--- config.mk ---
export PLATFORM = sky130hd
export DESIGN_NAME = wallace
export DESIGN_NICKNAME = d
export VERILOG_FILES = /design/src/rtl/wallace.sv
export SDC_FILE = /design/constraint.sdc
export NUM_CORES = 1
export LEC_CHECK = 0
export CORE_AREA = 2 2 39 41
export DETAILED_ROUTE_END_ITERATION = 16
export DIE_AREA = 0 0 41 43
export PLACE_DENSITY = 0.74
export SYNTH_ARGS = -nofsm -noshare
export SYNTH_HDL_FRONTEND = slang
export SYNTH_SLANG_ARGS = --single-unit
export TNS_END_PERCENT = 10
--- constraint.sdc ---
create_clock -name clk -period 5 [get_ports clk]
set_input_delay 0.5 -clock clk [delete_from_list [all_inputs] [get_ports clk]]
set_output_delay 0.5 -clock clk [all_outputs]
set_load 0.03 [all_outputs]
--- src/rtl/wallace.sv ---
// Unsigned 4x4 multiplier: Wallace-tree reduction of the AND partial products,
// a ripple carry-propagate adder, and one output register.

module ha (
  input  logic x_i,
  input  logic y_i,
  output logic s_o,
  output logic c_o
);
  assign s_o = x_i ^ y_i;
  assign c_o = x_i & y_i;
endmodule

module fa (
  input  logic x_i,
  input  logic y_i,
  input  logic z_i,
  output logic s_o,
  output logic c_o
);
  assign s_o = x_i ^ y_i ^ z_i;
  assign c_o = (x_i & y_i) | (x_i & z_i) | (y_i & z_i);
endmodule

module wallace (
  input  logic       clk,
  input  logic       rst,
  input  logic [3:0] a,
  input  logic [3:0] b,
  output logic [7:0] p
);

  // pp[i][j] = a[j] & b[i], column weight i+j
  logic [3:0] pp [4];
  always_comb begin
    for (int i = 0; i < 4; i++) begin
      pp[i] = a & {4{b[i]}};
    end
  end

  // Stage 1 heights (col0..6): 1,2,3,4,3,2,1
  logic s1_1, c1_1, s1_2, c1_2, s1_3, c1_3, s1_4, c1_4, s1_5, c1_5;

  ha h1_1 (.x_i(pp[0][1]), .y_i(pp[1][0]), .s_o(s1_1), .c_o(c1_1));
  fa f1_2 (.x_i(pp[0][2]), .y_i(pp[1][1]), .z_i(pp[2][0]), .s_o(s1_2), .c_o(c1_2));
  fa f1_3 (.x_i(pp[0][3]), .y_i(pp[1][2]), .z_i(pp[2][1]), .s_o(s1_3), .c_o(c1_3));
  fa f1_4 (.x_i(pp[1][3]), .y_i(pp[2][2]), .z_i(pp[3][1]), .s_o(s1_4), .c_o(c1_4));
  ha h1_5 (.x_i(pp[2][3]), .y_i(pp[3][2]), .s_o(s1_5), .c_o(c1_5));

  // Stage 2 heights (col0..6): 1,1,2,3,2,2,2 ; pp[3][0] is column 3's leftover bit
  logic s2_2, c2_2, s2_3, c2_3, s2_4, c2_4, s2_5, c2_5, s2_6, c2_6;

  ha h2_2 (.x_i(s1_2), .y_i(c1_1), .s_o(s2_2), .c_o(c2_2));
  fa f2_3 (.x_i(s1_3), .y_i(pp[3][0]), .z_i(c1_2), .s_o(s2_3), .c_o(c2_3));
  ha h2_4 (.x_i(s1_4), .y_i(c1_3), .s_o(s2_4), .c_o(c2_4));
  ha h2_5 (.x_i(s1_5), .y_i(c1_4), .s_o(s2_5), .c_o(c2_5));
  ha h2_6 (.x_i(pp[3][3]), .y_i(c1_5), .s_o(s2_6), .c_o(c2_6));

  // Final ripple over columns 3..7; every column now holds at most two bits
  logic [7:0] prod_d;
  logic k3, k4, k5, k6, co7_unused;

  assign prod_d[0] = pp[0][0];
  assign prod_d[1] = s1_1;
  assign prod_d[2] = s2_2;

  ha r3 (.x_i(s2_3), .y_i(c2_2), .s_o(prod_d[3]), .c_o(k3));
  fa r4 (.x_i(s2_4), .y_i(c2_3), .z_i(k3), .s_o(prod_d[4]), .c_o(k4));
  fa r5 (.x_i(s2_5), .y_i(c2_4), .z_i(k4), .s_o(prod_d[5]), .c_o(k5));
  fa r6 (.x_i(s2_6), .y_i(c2_5), .z_i(k5), .s_o(prod_d[6]), .c_o(k6));
  // 15*15 = 225 fits in 8 bits, so the column-7 carry is always 0
  ha r7 (.x_i(c2_6), .y_i(k6), .s_o(prod_d[7]), .c_o(co7_unused));

  logic [7:0] p_q;

  always_ff @(posedge clk) begin
    if (rst) begin
      p_q <= 8'h00;
    end else begin
      p_q <= prod_d;
    end
  end

  assign p = p_q;

endmodule

==> results of run 1 <==
[critical path: cells and delay by family]
kind	cells	cell delay, ns
xor+xnor	1	0.17
simple gates	2	0.15
buf+inv	3	0.62
fa+ha+maj	6	2.16
[area by class of cell]
| type | instances | area [um2] |
|---|---|---|
| clock buffer | 3 | 22.52 |
| timing repair buffer | 17 | 170.2 |
| sequential | 8 | 160.2 |
| inverter | 9 | 33.78 |
| fill | 131 | 616.8 |
| tap | 16 | 20.02 |
| multi-input combinational | 38 | 360.3 |
[metal layers]
metal,wire length [um],global-route usage (%),vias up,part of all wire (%)
met1,349,12.96,181,43
met4,27,12.00,0,3.3
li1,-,-,205,-
met5,0,0,-,0
met2,396,17.50,15,48
met3,44,1.571,4,5.4
[per-stage QoR]
stage / instances / total power (uW) / setup WS [ns]
after floorplan: 55 / 116.3 / 1.947
after global placement: 88 / 144.2 / 1.301
after detailed placement: 88 / 145.7 / 1.275
after CTS: 91 / 195.7 / 1.537
after global routing: 91 / 207.3 / 1.381
final: 91 / 191.1 / 1.546
[worst max-delay path by stage]
stage	start	end	slack, ns	cells past startpoint
finish	a[3]	p[7]$_SDFF_PP0_	1.55	12
global route	a[3]	p[7]$_SDFF_PP0_	1.38	12
CTS	a[3]	p[7]$_SDFF_PP0_	1.54	12
detailed placement	a[3]	p[7]$_SDFF_PP0_	1.28	12
global placement	a[3]	p[7]$_SDFF_PP0_	1.30	12
floorplan	b[0]	p[7]$_SDFF_PP0_	1.95	11
[cell usage in the layout, fill, tap and decap left out]
cell type        instances
and2_1                   9
nor2b_1                  4
ha_1                     7
fa_1                     7
xor2_1                   1
clkdlybuf4s50_1         17
dfxtp_1                  8
and3b_1                  1
inv_1                    9
clkbuf_4                 3
nand2_1                  6
nor2_1                   3
[power by group]
part           switching (uW)  leakage, uW  internal [uW]  total (uW)
sequential               1.61    0.0000661           71.4        73.0
clock                    20.2    0.0000138           27.3        47.5
combinational            36.8     0.000276           33.8        70.6
[cells by family after synthesis]
kind of cell / share of synthesized area, %
simple gates: 22.35
fa+ha+maj: 41.08
buf+inv: 6.094
flops: 28.89
xor+xnor: 1.580
==> results.json, run 1 <==
{
  "powerDensity_mw_per_mm2": 249.2,
  "antenna_left": 0,
  "root_buffer": "clkbuf_4",
  "clkSlewWorstSetupHoldPaths_ns": 0.05,
  "port_buffers": 17,
  "wire_per_inst_um": 8.989,
  "grt_first_pass_wirelength_um": 1317,
  "rows": 14,
  "avgViaCountPerCell": 4.451,
  "chipHeight_um": 43,
  "finalHoldViolCount": 0,
  "n_antenna_cell": 0,
  "drtIter0Drc": 4,
  "routed_wl_um": 818,
  "gp_congestion": 0.8021,
  "max-slew-margin-rel_pct": 79.34,
  "period_share_pct": 69.09,
  "post-synth-top-area-cell": "dfxtp_1",
  "ys_types": 10,
  "path_cells": "clkdlybuf4s50_1 -> nand2_1 -> fa_1 -> inv_1 -> fa_1 -> ha_1 -> fa_1 -> inv_1 -> fa_1 -> fa_1 -> xor2_1 -> nor2_1",
  "ir_drop_mv": 0.07515,
  "drcViolationCount": 0,
  "track_usage_pct": 11.76,
  "grt_pass1_vias": 354,
  "critical_path_arrival_ns": 3.59,
  "rsz0062_at_grt": "no",
  "cp_common_cell": "fa_1",
  "p_leak_uw": 0.0003559,
  "cts_sinks": 8,
  "syn2layout_area_growth_pct": 38.37,
  "ys_async_sr_fraction_pct": 0,
  "htreeDepth": 1,
  "syn_inst": 55,
  "yosysSeqAreaShare_pct": 28.89,
  "drv_cap": 0,
  "synth_edf_count": 0,
  "hold_start": "b[0]",
  "clk_path_buf_depth": 2,
  "end_kind": "flop",
  "grt_overflow_total": 0,
  "final_layout_size_suffix_gt1_share_pct": 4.000,
  "dp_hpwl_um": 721.5,
  "critPathKind": "in2reg",
  "slew_viol_final": 0,
  "start_kind": "primary input",
  "largest_reg_flops": 8,
  "max_freq_ghz": 0.2895,
  "die_w_um": 41,
  "hold_path.class": "in2reg",
  "design.die.area_mm2": 0.001763,
  "first_pass_iters": 4,
  "floorplan.initialDensity_pct": 40.05,
  "ys_top_cells_by_count": "and2_1, inv_1, dfxtp_1",
  "synth_top_area_share_pct": 28.89,
  "setup_viol": 0,
  "finalInstanceArea_um2": 767.0,
  "cts_resized": 0,
  "post_cts_buffers": 0,
  "tightest_slew_ns": 0.3089,
  "outcome": "completed",
  "hold_depth": 2,
  "post_dp_cell_area_um2": 744.5,
  "cp.required_ns": 5.13,
  "hold_path_end": "p[0]$_SDFF_PP0_",
  "synth.area.top_cells": "dfxtp_1, fa_1, ha_1",
  "syn_area_per_cell_um2": 10.08,
  "ys.flop_type": "dfxtp_1",
  "core_region_area_mm2": 0.001384,
  "hold_buffers": 0,
  "numCtsBuffers": 3,
  "grt_max_degree": 9,
  "fin_util_pct": 55.43,
  "fin_crit_ns": 3.454,
  "synth_seq_cells": 8,
  "synth_fp_nets": 79,
  "grt_antenna_before_repair": 0,
  "cpMaxStageDelayCell": "fa_1",
  "crit_fanout": 4,
  "syn_area_um2": 554.3,
  "cts_tree": "built",
  "final_net_count": 101,
  "max_stage_delay_ns": 0.54,
  "setup_tns_ns": 0,
  "holdWs_ns": 0.9179,
  "ios": 18,
  "vias": 405,
  "yosysWarnings": 0
}
Note: power is estimated with default switching activity, not from simulation.
==> run 2, diff against run 1 <==
==> constraint.sdc (replaced) <==
create_clock -name clk -period 3.2 [get_ports clk]
set_input_delay 0.32 -clock clk [delete_from_list [all_inputs] [get_ports clk]]
set_output_delay 0.32 -clock clk [all_outputs]
set_load 0.03 [all_outputs]
==> run 2 against run 1 <==
  * Global-route usage is 1.3 points higher
  * Setup slack worse by 1.3 ns
  * Clock power grew 54%
  * Hold slack worse by 0.40 ns
  * Sequential power grew 56%
  * Total power grew 58%
  * Flip-flop and latch count did not move
  * Critical path depth decreased by 2
  * Critical path type unchanged
==> results.json, run 2 (synthesized netlist as in run 1, its figures left out) <==
{
  "outcome": "completed",
  "syn2layout_area_growth_pct": 48.08,
  "crit_fanout": 4,
  "max_freq_ghz": 0.3401,
  "critPathKind": "in2reg",
  "design.die.area_mm2": 0.001763,
  "routed_wl_um": 880,
  "n_antenna_cell": 0,
  "chipHeight_um": 43,
  "rsz0062_at_grt": "no",
  "cts_tree": "built",
  "p_clk_share_pct": 24.3,
  "tightest_slew_ns": 0.3072,
  "track_usage_pct": 13.11,
  "core_region_area_mm2": 0.001384,
  "fin_crit_ns": 2.941,
  "post_cts_buffers": 0,
  "drtIter0Drc": 2,
  "dp_hpwl_um": 786.5,
  "drv_cap": 0,
  "post_dp_cell_area_um2": 774.5,
  "final_layout_size_suffix_gt1_share_pct": 15.19,
  "end_kind": "flop",
  "grt_first_pass_wirelength_um": 1559,
  "finalInstanceArea_um2": 820.8,
  "max-slew-margin-rel_pct": 79.45,
  "max_stage_delay_ns": 0.52,
  "largest_reg_flops": 8,
  "first_pass_iters": 4,
  "htreeDepth": 1,
  "setup_viol": 0,
  "hold_buffers": 0,
  "layout_commonest_cell": "clkdlybuf4s50_1",
  "gp_congestion": 0.7935,
  "critical_path_arrival_ns": 3.07,
  "vias": 419,
  "avgViaCountPerCell": 4.411,
  "fin_util_pct": 59.31,
  "fillCellCount": 137,
  "cp.required_ns": 3.33,
  "p_leak_uw": 0.0004213,
  "critPathTopFamily": "adder cells",
  "hold_path.class": "in2reg",
  "clk_path_buf_depth": 2,
  "numCtsBuffers": 3,
  "path_cells": "clkdlybuf4s50_1 -> and2_1 -> fa_1 -> fa_1 -> ha_2 -> fa_1 -> inv_1 -> fa_2 -> fa_2 -> nor2_1",
  "critPathBufInv": 2,
  "grt_antenna_before_repair": 0,
  "grt_overflow_total": 0,
  "grt_max_degree": 9,
  "ios": 18,
  "die_w_um": 41,
  "rows": 14,
  "slew_viol_final": 0,
  "port_buffers": 17,
  "root_buffer": "clkbuf_4",
  "netSwitchingFraction_pct": 30.59,
  "power_frac_comb_pct": 37.8,
  "cpMaxStageDelayCell": "fa_2",
  "period_share_pct": 91.90,
  "clkSlewWorstSetupHoldPaths_ns": 0.05,
  "floorplan.initialDensity_pct": 40.05,
  "grt_pass1_vias": 443,
  "switching_power_uw": 92.23,
  "p_int_uw": 209.3,
  "cp_common_cell": "fa_1",
  "ir_drop_mv": 0.09753,
  "antenna_left": 0,
  "wire_per_inst_um": 9.263,
  "cts_sinks": 8,
  "drcViolationCount": 0,
  "start_kind": "primary input",
  "powerDensity_mw_per_mm2": 367.3,
  "p_seq_share_pct": 37.9,
  "final_cell_mix": "clkdlybuf4s50_1, inv_1, and2_1, dfxtp_1, ha_1",
  "finalHoldViolCount": 0,
  "final_net_count": 105
}
run 2: cell count changes in the layout (fill, tap and decap cells not counted), sizes merged:
cell and delta:
clkdlybuf4s50 -6, dlymetal6s2s +5, dlygate4sd2 +1, buf +4
run 2: what timing repair did:
item | 4_1_cts | 5_1_grt
pin swaps | 1 | 1
endpoints found under the setup margin | 1 | 2
gates resized for setup | 3 | 8
cloned | 0 | 0
run 2: power by group through the flow:
stage | sequential [uW] | combinational (uW) | clock (uW)
6_report | 114 | 114 | 73.2
5_1_grt | 116 | 130 | 82.4
4_1_cts | 115 | 116 | 77.1
3_5_place_dp | 117 | 115 | 0
3_3_place_gp | 116 | 113 | 0
2_1_floorplan | 141 | 41.1 | 0
run 2: final cells by class:
| type | count | area (um2) | area share, % |
|---|---|---|---|
| Multi-Input combinational cell | 38 | 372.9 | 45.43 |
| Inverter | 9 | 33.78 | 4.116 |
| Tap cell | 16 | 20.02 | 2.439 |
| Timing Repair Buffer | 21 | 211.5 | 25.76 |
| Sequential cell | 8 | 160.2 | 19.51 |
| Clock buffer | 3 | 22.52 | 2.744 |
run 2: path summary, 6_finish.rpt:
| check | from | end | slack, ns | cells past startpoint |
|---|---|---|---|---|
| worst max-delay path | a[0] | p[6]$_SDFF_PP0_ | 0.26 | 10 |
| worst min-delay path | b[0] | p[0]$_SDFF_PP0_ | 0.52 | 2 |
run 2: through the flow:
step	hold slack (ns)	setup slack, ns	power, uW	std cells	setup TNS [ns]
final	0.5222	0.2593	301.5	95	0
after global placement	0.9869	-0.3042	229.3	92	-0.5352
after CTS	0.4842	0.04237	308.2	95	0
after detailed placement	0.9936	-0.3196	231.5	92	-0.5839
after floorplan	0.3867	0.3270	181.8	55	0
after global routing	0.5437	0.1281	327.9	95	0
run 2: per-layer routing:
layer	GRT usage, %	share of wire (%)	vias to the layer above
met5	0	0	-
met4	8.000	0	0
met3	1.571	4.8	0
met2	22.19	54	13
met1	14.38	41	194
li1	-	-	212
